--- src/rtl/alu_issue_ctrl_if.sv ---
// Request, result and downstream-ALU signals of the ALU issue controller.
interface alu_issue_ctrl_if #(
    parameter int unsigned data_width = 16,
    parameter int unsigned cmd_width  = 3
);
    logic                  req_valid;
    logic                  req_ready;
    logic [cmd_width-1:0]  req_cmd;
    logic [data_width-1:0] req_a;
    logic [data_width-1:0] req_b;

    logic                  res_valid;
    logic                  res_ready;
    logic [data_width-1:0] res_data;
    logic                  res_err;

    logic [data_width-1:0] alu_ain;
    logic [data_width-1:0] alu_bin;
    logic [cmd_width-1:0]  alu_cmd;
    logic [data_width-1:0] alu_outr;

    // Controller side
    modport slave (
        input  req_valid, req_cmd, req_a, req_b, res_ready, alu_outr,
        output req_ready, res_valid, res_data, res_err, alu_ain, alu_bin, alu_cmd
    );

    // Environment side: request producer, result consumer and ALU
    modport master (
        output req_valid, req_cmd, req_a, req_b, res_ready, alu_outr,
        input  req_ready, res_valid, res_data, res_err, alu_ain, alu_bin, alu_cmd
    );
endinterface

--- src/rtl/alu_issue_ctrl.sv ---
// Issues queued ALU requests to an external two-stage ALU and collects results
// in order, using a credit count so the result FIFO can never overflow.
module alu_issue_ctrl #(
    parameter int unsigned data_width = 16,
    parameter int unsigned cmd_width  = 3,
    parameter int unsigned depth      = 4
) (
    input  logic            clk,
    input  logic            rst_n,
    alu_issue_ctrl_if.slave bus
);
    localparam int unsigned ptr_w = $clog2(depth);
    localparam int unsigned cnt_w = ptr_w + 1;
    localparam logic [cmd_width-1:0] cmd_hold      = '1;
    localparam logic [cmd_width-1:0] cmd_max_legal = cmd_width'(4);

    typedef logic [data_width-1:0] data_t;
    typedef logic [cmd_width-1:0]  cmd_t;

    // Request FIFO
    data_t            rq_a_q [depth];
    data_t            rq_b_q [depth];
    cmd_t             rq_cmd_q [depth];
    logic [ptr_w-1:0] rq_wr_q, rq_rd_q, rq_rd_d;
    logic [cnt_w-1:0] rq_cnt_q, rq_cnt_d;
    logic             req_ready_q;
    logic             rq_push, rq_pop, rq_rest_empty;

    // Issue stage: head captured one edge ahead so ALU operands are registered
    data_t            head_a_d, head_b_d;
    cmd_t             head_cmd_d, head_cmd_q;
    logic             head_illegal_d, issue_d;
    data_t            alu_ain_q, alu_bin_q;
    cmd_t             alu_cmd_q;
    logic [cnt_w-1:0] credit_q, credit_d;

    // Tag pipeline: stage 0 is the issue cycle, stage 2 the result-write cycle
    logic [2:0]       tag_v_q, tag_e_q;

    // Result FIFO
    data_t            rs_data_q [depth];
    logic [depth-1:0] rs_err_q;
    logic [ptr_w-1:0] rs_wr_q, rs_rd_q;
    logic [cnt_w-1:0] rs_cnt_q, rs_cnt_d;
    logic             res_valid_q;
    logic             rs_push, rs_pop;

    // Next-state: FIFO counts, credits and the head as seen after this edge
    always_comb begin
        rq_push        = bus.req_valid && req_ready_q;
        rq_pop         = tag_v_q[0];
        rs_push        = tag_v_q[2];
        rs_pop         = res_valid_q && bus.res_ready;
        rq_rd_d        = rq_rd_q + ptr_w'(rq_pop);
        rq_cnt_d       = rq_cnt_q + cnt_w'(rq_push) - cnt_w'(rq_pop);
        rs_cnt_d       = rs_cnt_q + cnt_w'(rs_push) - cnt_w'(rs_pop);
        credit_d       = credit_q + cnt_w'(rq_pop) - cnt_w'(rs_pop);
        rq_rest_empty  = (rq_cnt_q == cnt_w'(rq_pop));
        head_a_d       = rq_rest_empty ? bus.req_a   : rq_a_q[rq_rd_d];
        head_b_d       = rq_rest_empty ? bus.req_b   : rq_b_q[rq_rd_d];
        head_cmd_d     = rq_rest_empty ? bus.req_cmd : rq_cmd_q[rq_rd_d];
        head_illegal_d = (head_cmd_d > cmd_max_legal);
        issue_d        = (rq_cnt_d != '0) && (credit_d < cnt_w'(depth));
    end

    // State registers: FIFOs, issue/ALU outputs, tag pipeline, credits
    always_ff @(posedge clk or negedge rst_n) begin
        if (!rst_n) begin
            rq_a_q      <= '{default: '0};
            rq_b_q      <= '{default: '0};
            rq_cmd_q    <= '{default: '0};
            rq_wr_q     <= '0;
            rq_rd_q     <= '0;
            rq_cnt_q    <= '0;
            req_ready_q <= 1'b1;
            head_cmd_q  <= '0;
            alu_ain_q   <= '0;
            alu_bin_q   <= '0;
            alu_cmd_q   <= cmd_hold;
            credit_q    <= '0;
            tag_v_q     <= '0;
            tag_e_q     <= '0;
            rs_data_q   <= '{default: '0};
            rs_err_q    <= '0;
            rs_wr_q     <= '0;
            rs_rd_q     <= '0;
            rs_cnt_q    <= '0;
            res_valid_q <= 1'b0;
        end else begin
            if (rq_push) begin
                rq_a_q[rq_wr_q]   <= bus.req_a;
                rq_b_q[rq_wr_q]   <= bus.req_b;
                rq_cmd_q[rq_wr_q] <= bus.req_cmd;
                rq_wr_q           <= rq_wr_q + ptr_w'(1);
            end
            rq_rd_q     <= rq_rd_d;
            rq_cnt_q    <= rq_cnt_d;
            req_ready_q <= (rq_cnt_d != cnt_w'(depth));
            credit_q    <= credit_d;

            if (issue_d) begin
                alu_ain_q  <= head_a_d;
                alu_bin_q  <= head_b_d;
                head_cmd_q <= head_cmd_d;
            end
            // Command follows its operands by one cycle; illegal ops hold the ALU
            alu_cmd_q <= (tag_v_q[0] && !tag_e_q[0]) ? head_cmd_q : cmd_hold;
            tag_v_q   <= {tag_v_q[1:0], issue_d};
            tag_e_q   <= {tag_e_q[1:0], head_illegal_d};

            if (rs_push) begin
                rs_data_q[rs_wr_q] <= tag_e_q[2] ? '0 : bus.alu_outr;
                rs_err_q[rs_wr_q]  <= tag_e_q[2];
                rs_wr_q            <= rs_wr_q + ptr_w'(1);
            end
            if (rs_pop) begin
                rs_rd_q <= rs_rd_q + ptr_w'(1);
            end
            rs_cnt_q    <= rs_cnt_d;
            res_valid_q <= (rs_cnt_d != '0);
        end
    end

    assign bus.req_ready = req_ready_q;
    assign bus.res_valid = res_valid_q;
    assign bus.res_data  = rs_data_q[rs_rd_q];
    assign bus.res_err   = rs_err_q[rs_rd_q];
    assign bus.alu_ain   = alu_ain_q;
    assign bus.alu_bin   = alu_bin_q;
    assign bus.alu_cmd   = alu_cmd_q;
endmodule
--- src/flat_wrapper.sv ---
// flat-port wrapper written by rule: the top's interface ports become plain ports
module alu_issue_ctrl_flat 
#(
    parameter int unsigned data_width = 16,
    parameter int unsigned cmd_width  = 3,
    parameter int unsigned depth      = 4
)
  (clk, rst_n, bus_req_valid, bus_req_cmd, bus_req_a, bus_req_b, bus_res_ready, bus_alu_outr, bus_req_ready, bus_res_valid, bus_res_data, bus_res_err, bus_alu_ain, bus_alu_bin, bus_alu_cmd);
  alu_issue_ctrl_if #(.data_width(data_width), .cmd_width(cmd_width)) bus_i ();
  input  logic clk;
  input  logic rst_n;
  input wire logic [$bits(bus_i.req_valid)-1:0] bus_req_valid;
  input wire logic [$bits(bus_i.req_cmd)-1:0] bus_req_cmd;
  input wire logic [$bits(bus_i.req_a)-1:0] bus_req_a;
  input wire logic [$bits(bus_i.req_b)-1:0] bus_req_b;
  input wire logic [$bits(bus_i.res_ready)-1:0] bus_res_ready;
  input wire logic [$bits(bus_i.alu_outr)-1:0] bus_alu_outr;
  output wire logic [$bits(bus_i.req_ready)-1:0] bus_req_ready;
  output wire logic [$bits(bus_i.res_valid)-1:0] bus_res_valid;
  output wire logic [$bits(bus_i.res_data)-1:0] bus_res_data;
  output wire logic [$bits(bus_i.res_err)-1:0] bus_res_err;
  output wire logic [$bits(bus_i.alu_ain)-1:0] bus_alu_ain;
  output wire logic [$bits(bus_i.alu_bin)-1:0] bus_alu_bin;
  output wire logic [$bits(bus_i.alu_cmd)-1:0] bus_alu_cmd;
  assign bus_i.req_valid = bus_req_valid;
  assign bus_i.req_cmd = bus_req_cmd;
  assign bus_i.req_a = bus_req_a;
  assign bus_i.req_b = bus_req_b;
  assign bus_i.res_ready = bus_res_ready;
  assign bus_i.alu_outr = bus_alu_outr;
  assign bus_req_ready = bus_i.req_ready;
  assign bus_res_valid = bus_i.res_valid;
  assign bus_res_data = bus_i.res_data;
  assign bus_res_err = bus_i.res_err;
  assign bus_alu_ain = bus_i.alu_ain;
  assign bus_alu_bin = bus_i.alu_bin;
  assign bus_alu_cmd = bus_i.alu_cmd;
  alu_issue_ctrl #(.data_width(data_width), .cmd_width(cmd_width), .depth(depth)) u_core (.clk(clk), .rst_n(rst_n), .bus(bus_i));
endmodule
--- config.mk ---
export PLATFORM = sky130hd
export DESIGN_NAME = alu_issue_ctrl_flat
export DESIGN_NICKNAME = d
export VERILOG_FILES = /design/src/rtl/alu_issue_ctrl_if.sv /design/src/rtl/alu_issue_ctrl.sv /design/src/flat_wrapper.sv
export SDC_FILE = /design/constraint.sdc
export NUM_CORES = 1
export LEC_CHECK = 0
export ABC_CLOCK_PERIOD_IN_PS = 6250
export BUFFER_PORTS_ARGS = -buffer_cell sky130_fd_sc_hd__buf_2
export CAP_MARGIN = 20
export CORE_MARGIN = 1.5
export CORE_UTILIZATION = 24
export CTS_CLUSTER_SIZE = 20
export DETAILED_ROUTE_END_ITERATION = 8
export GPL_TIMING_DRIVEN = 0
export PLACE_DENSITY = 0.45
export SYNTH_ARGS = -nofsm -noshare
export SYNTH_HDL_FRONTEND = slang
export SYNTH_SLANG_ARGS = --single-unit
export TNS_END_PERCENT = 20
--- constraint.sdc ---
create_clock -name clk -period 6.25 [get_ports clk]
set_input_delay 0.3125 -clock clk [delete_from_list [all_inputs] [get_ports clk]]
set_output_delay 0.3125 -clock clk [all_outputs]
set_load 0.02 [all_outputs]
==> results of run 1 <==
## stage by stage
step           std cells  power, W  instance area (um^2)  setup TNS, ns
2_1_floorplan        875   0.00643                 11700              0
3_3_place_gp        1598   0.00779                 13000        -125.18
3_5_place_dp        1600   0.00786                 13100              0
4_1_cts             1690   0.00978                 14500              0
5_1_grt             1691    0.0104                 14500              0
6_report            1691   0.00959                 14500              0
## cell type report
| type | instances | area [um^2] | area share, % |
|---|---|---|---|
| diodes | 1 | 2.50 | 0.0173 |
| plain buffers | 54 | 293 | 2.03 |
| clock buffers | 49 | 933 | 6.46 |
| clock inverters | 7 | 106 | 0.736 |
| inverters | 10 | 37.5 | 0.260 |
| multi-input cells | 540 | 4580 | 31.7 |
| flip-flops and latches | 271 | 6790 | 47.0 |
| well taps | 615 | 769 | 5.32 |
| repair buffers | 144 | 946 | 6.54 |
## kinds of logic after synthesis
group                    synth area share (%)
flip-flops                               58.0
AND/OR/NAND/NOR                          7.55
multiplexers                             23.9
AO/OA/AOI/OAI                            4.84
buffers and inverters                    2.82
adder cells (fa/ha/maj)                  1.90
XOR/XNOR                                0.974
## routing by layer
| metal | wire length, um | up-vias |
|---|---|---|
| met5 | 12 | - |
| met4 | 439 | 2 |
| met3 | 1510 | 32 |
| met2 | 14400 | 138 |
| met1 | 13900 | 3830 |
| li1 | - | 3444 |
## state kept, by name, summed over array words and instances, names as in the netlist
signal,count
u_core.rq_b_q,64
u_core.credit_q,3
u_core.bus.alu_cmd,3
u_core.bus.alu_ain,16
u_core.rq_rd_q,2
u_core.rq_cmd_q,12
u_core.head_cmd_q,3
u_core.rs_rd_q,2
u_core.tag_e_q,3
u_core.rs_wr_q,2
u_core.rs_data_q,64
u_core.rq_wr_q,2
u_core.rs_err_q,4
u_core.bus.req_ready,1
u_core.rs_cnt_q,3
u_core.bus.res_valid,1
u_core.tag_v_q,3
u_core.rq_cnt_q,3
u_core.bus.alu_bin,16
u_core.rq_a_q,64
## what timing repair did
action / CTS / global route
hold endpoints to repair: 188 / 0
hold buffers: 34 / 0
setup endpoints to repair: 0 / 0
## worst min-delay path, stage by stage
cell     delay [ns]
buf_2          0.14
nand2_1        0.06
a31oi_1        0.07
## power breakdown
group	total, W	switching, W	internal (W)
clock network	0.00184	0.000739	0.00110
logic	0.00464	0.00248	0.00216
registers	0.00310	0.000416	0.00269
total	0.00959	0.00364	0.00595
## Yosys cell counts (all sizes together) (2+ instances only)
cell type | count | share of area [%]
dfrtp | 267 | 57
nand2 | 150 | 4.8
mux2 | 144 | 14
o21ai | 66 | 2.8
mux4 | 52 | 10
nor2 | 38 | 1.2
a31oi | 35 | 1.9
buf | 31 | 1.8
clkbuf | 23 | 0.74
nand2b | 19 | 1.0
ha | 13 | 1.4
inv | 10 | 0.32
dfstp | 4 | 0.90
xnor2 | 4 | 0.30
fa | 3 | 0.51
or2 | 3 | 0.16
xor2 | 3 | 0.29
or3 | 2 | 0.11
xnor3 | 2 | 0.39
## worst max path at each step
stage	to	slack, ns	cells after the start
5_1_grt	bus_res_data[7]	3.37	4
4_1_cts	bus_res_data[7]	3.44	4
2_1_floorplan	u_core.bus.alu_ain[10]	3.82	10
3_5_place_dp	u_core.bus.alu_ain[12]	3.53	12
6_report	bus_res_data[7]	3.53	4
3_3_place_gp	u_core.rq_b_q[7]	-0.50	1
==> results.cfg, run 1 <==
[run_status]
status = finished clean

[logic_synthesis]
async_flop_share_pct = 100
yosysUniqueCellTypes = 28
synth-seq-cells = 271
ys_seq_area_share_pct = 58.0
netlist_area_um2 = 11700
synth_edf_count = 0
synth_fp_nets = 946
synth_ff_type = dfrtp_1
avgSynthCellArea_um2 = 13.4
yosysWarnings = 0
synth_cells = 875

[finish]
final_common_cell = dfrtp_1
synthToLayoutAreaGrowth_pct = 23.6
nets = 1123
fillers = 4913
mostFrequentLayoutCells = 267 x dfrtp_1, 150 x nand2_1, 144 x mux2_2
final_layout_size_suffix_gt1_share_pct = 36.6
utilization_pct = 30.1

[global_route]
use_met2_pct = 20.9
grt_pass1_vias = 8016
grt_max_degree = 105
globalRouteOverflowTotal = 0
grt_pass1_wl_um = 47600
track_usage_pct = 12.3
grtUsageMet1_pct = 16.0
grt_use_met3_pct = 2.82
top_usage_layer = met2
antenna_found_initial = 2

[worst_setup_path]
r2r_setup_slack_ns = 3.61
startpoint_type = register
cp_cell_sequence = buf_2, buf_2, mux4_2, buf_2
timing.rr.start = u_core.bus.req_ready
cp_common_cell = buf_2
crit_family = buffers and inverters
rr_endpoint = u_core.bus.alu_ain[12]
slowest_delay_ns = 0.57
rr_worst_depth = 10
path_max_fanout = 10
crit_type = reg2out
required_ns = 5.94
cp-end-kind = output pin
crit_slowest_cell = mux4_2
critPathBufInv = 3
cp.arrival_ns = 2.41
cp-startpoint = u_core.rs_rd_q[0]

[floorplanning]
rows = 80
ioPinCount = 109
die_h_um = 224
core_area_um2 = 47900
die_area_um2 = 50100
start_util_pct = 24.4
fp.dieW_um = 224

[cts]
clockRootBuffer = clkbuf_16
ctsHtreeMaxLevel = 1
post-cts-setup-buffer-count = 0
cts_tree = done
cts_resized = 0
clk_latency_ns = 0.58
cts.sinks = 271
numCtsBuffers = 31
cts.clk_slew.worst_paths_ns = 0.06
cts_buffer_depth = 3

[route]
drt_iter0_drc = 407
ant_nets = 0
viasPerCell = 4.40
drc = 0
drt_first_pass_iters = 5
wl_um = 30300
vias = 7446
routedWlPerCell_um = 17.9

[timing]
setup_ws_ns = 3.53
hold_viol_final = 0
max_freq_mhz = 368
worst_pin_slew_ns = 0.814
maxSlewHeadroom_pct = 45.4
period_share_pct = 43.5
grt_setup_unrepaired = no
slew_viol_final = 0
min_period_ns = 2.72
setup_violations = 0
fin_worst_skew_ns = 0.0189
whs_ns = 0.0397

[job]
cap_violations = 0

[power_and_ir_drop]
p_leak_nw = 6.31
ir_drop_uv = 234
p_per_area_nw_per_um2 = 663

[hold_path]
hold_depth = 3
hold_class = in2reg
hold_start = bus_req_b[14]
hold_end = u_core.bus.alu_bin[14]

[place]
pre_cts_ws_ns = 3.53
portBuffers = 108
hpwl_um = 19900
place_congestion = 0.715
Note: power is estimated with default switching activity, not from simulation.
==> run 2, diff against run 1 <==
- ABC_CLOCK_PERIOD_IN_PS: 6250 -> 2600
- clock period: 6.25 -> 2.6 ns (I/O delays scaled with it)
==> results.cfg, run 2 (same netlist as run 1, synthesis figures left out) <==
[place]
hpwl_um = 19900
placedCellCount = 1600
pre_cts_ws_ns = -0.0889
place_congestion = 0.715
placed_area_um2 = 13100
portBuffers = 108

[power_and_ir_drop]
clkPwrFrac_pct = 18.9
netSwitchingPower_w = 0.00889
swShare_pct = 37.9
pwr-share-seq_pct = 31.8
p_comb_share_pct = 49.3
p_per_area_nw_per_um2 = 1590
p_leak_nw = 6.41
intPower_w = 0.0146
ir_drop_uv = 652

[worst_setup_path]
rr_worst_depth = 10
cp.arrival_ns = 2.98
path_max_fanout = 10
timing.rr.start = u_core.tag_v_q[0]
r2r_setup_slack_ns = 0.09
required_ns = 3.06
crit_type = reg2reg
cp-end-kind = register
rr_endpoint = u_core.bus.alu_ain[12]
startpoint_type = register

[cts]
cts.sinks = 271
numCtsBuffers = 31
clockRootBuffer = clkbuf_16
ctsHtreeMaxLevel = 1
clk_latency_ns = 0.59
cts.clk_slew.worst_paths_ns = 0.06
cts_tree = done
cts_buffer_depth = 3

[timing]
worst_pin_slew_ns = 0.822
setup_violations = 0
period_share_pct = 96.7
hold_viol_final = 0
fin_worst_skew_ns = 0.0215
whs_ns = 0.137
slew_viol_final = 0
min_period_ns = 2.51
setup_ws_ns = 0.0863
max_freq_mhz = 398
maxSlewHeadroom_pct = 44.9

[global_route]
grt_use_met3_pct = 2.81
grt_pass1_vias = 8082
antenna_found_initial = 2
track_usage_pct = 12.3
grt_max_degree = 105
grt_pass1_wl_um = 47700
grtUsageMet1_pct = 16.0
top_usage_layer = met2
use_met2_pct = 21.0
globalRouteOverflowTotal = 0

[finish]
mostFrequentLayoutCells = 266 x dfrtp_1, 149 x nand2_1, 144 x mux2_2
synthToLayoutAreaGrowth_pct = 26.0
nets = 1145
utilization_pct = 30.7
top_regs = u_core.rq_a_q x64, u_core.rq_b_q x64, u_core.rs_data_q x64
final_layout_size_suffix_gt1_share_pct = 37.4
design_area_um2 = 14700
fillers = 4887
final_common_cell = dfrtp_1
final_cell_count_no_fill = 1713

[hold_path]
hold_class = in2async

[route]
drc = 0
drt_iter0_drc = 380
wl_um = 30500
vias = 7549
viasPerCell = 4.41
ant_nets = 0
drt_first_pass_iters = 4
routedWlPerCell_um = 17.8

[floorplanning]
rows = 80
ioPinCount = 109
die_area_um2 = 50100
die_h_um = 224
fp.dieW_um = 224
core_area_um2 = 47900
start_util_pct = 24.4

[job]
cap_violations = 0

[run_status]
status = finished clean
## run 2: layout make-up
class,instances,area [um^2],share of cell area [%]
flip-flops and latches,271,6790,46.1
multi-input cells,540,4610,31.3
repair buffers,167,1170,7.93
clock buffers,49,933,6.33
well taps,615,769,5.22
plain buffers,53,323,2.19
clock inverters,7,106,0.722
inverters,10,37.5,0.255
diodes,1,2.50,0.0170
## run 2: worst max-delay path by stage
stage | cells past startpoint | start | endpoint
finish | 10 | u_core.tag_v_q[0] | u_core.bus.alu_ain[12]
global route | 10 | u_core.tag_v_q[0] | u_core.bus.alu_bin[3]
CTS | 6 | u_core.tag_v_q[0] | u_core.bus.alu_bin[6]
detailed placement | 10 | u_core.bus.req_ready | u_core.bus.alu_ain[12]
global placement | 1 | rst_n | u_core.rq_b_q[7]
floorplan | 10 | u_core.bus.req_ready | u_core.bus.alu_ain[10]
## run 2: repair_timing
| item | in CTS | in global routing |
|---|---|---|
| hold endpoints to repair | 322 | 0 |
| hold buffers | 54 | 0 |
| setup buffers | 0 | 3 |
| resized for setup | 9 | 18 |
| endpoints found under the setup margin | 38 | 35 |
| pin swaps | 0 | 2 |
## run 2: per-layer routing
metal / vias to the layer above / routed length [um] / share of wire [%]
met5: - / 12 / 0.039
met4: 2 / 455 / 1.5
met3: 35 / 1600 / 5.3
met2: 161 / 14500 / 48
met1: 3867 / 13900 / 46
li1: 3484 / - / -
## run 2: power groups by stage
stage	Combinational [W]	Clock (W)	Sequential, W
finish	0.0116	0.00444	0.00747
global route	0.0128	0.00476	0.00773
CTS	0.0116	0.00459	0.00747
detailed placement	0.0114	0	0.00753
global placement	0.0112	0	0.00748
floorplan	0.00788	0	0.00757
## run 2: critical path: stages, from the launching register on
cell and delay, ns:
dfrtp_2 0.42, ha_1 0.29, inv_2 0.05, ha_2 0.18, fa_1 0.50, or2_2 0.31, o21ba_1 0.18, buf_6 0.16
buf_8 0.16, nor2_1 0.09, a31oi_1 0.05
## run 2: through the flow
stage	setup TNS [ns]	power, W
after CTS	-0.00835	0.0236
after global placement	-1062.49	0.0187
final	0	0.0235
after detailed placement	-2.13	0.0189
after global routing	-0.00155	0.0253
after floorplan	0	0.0154
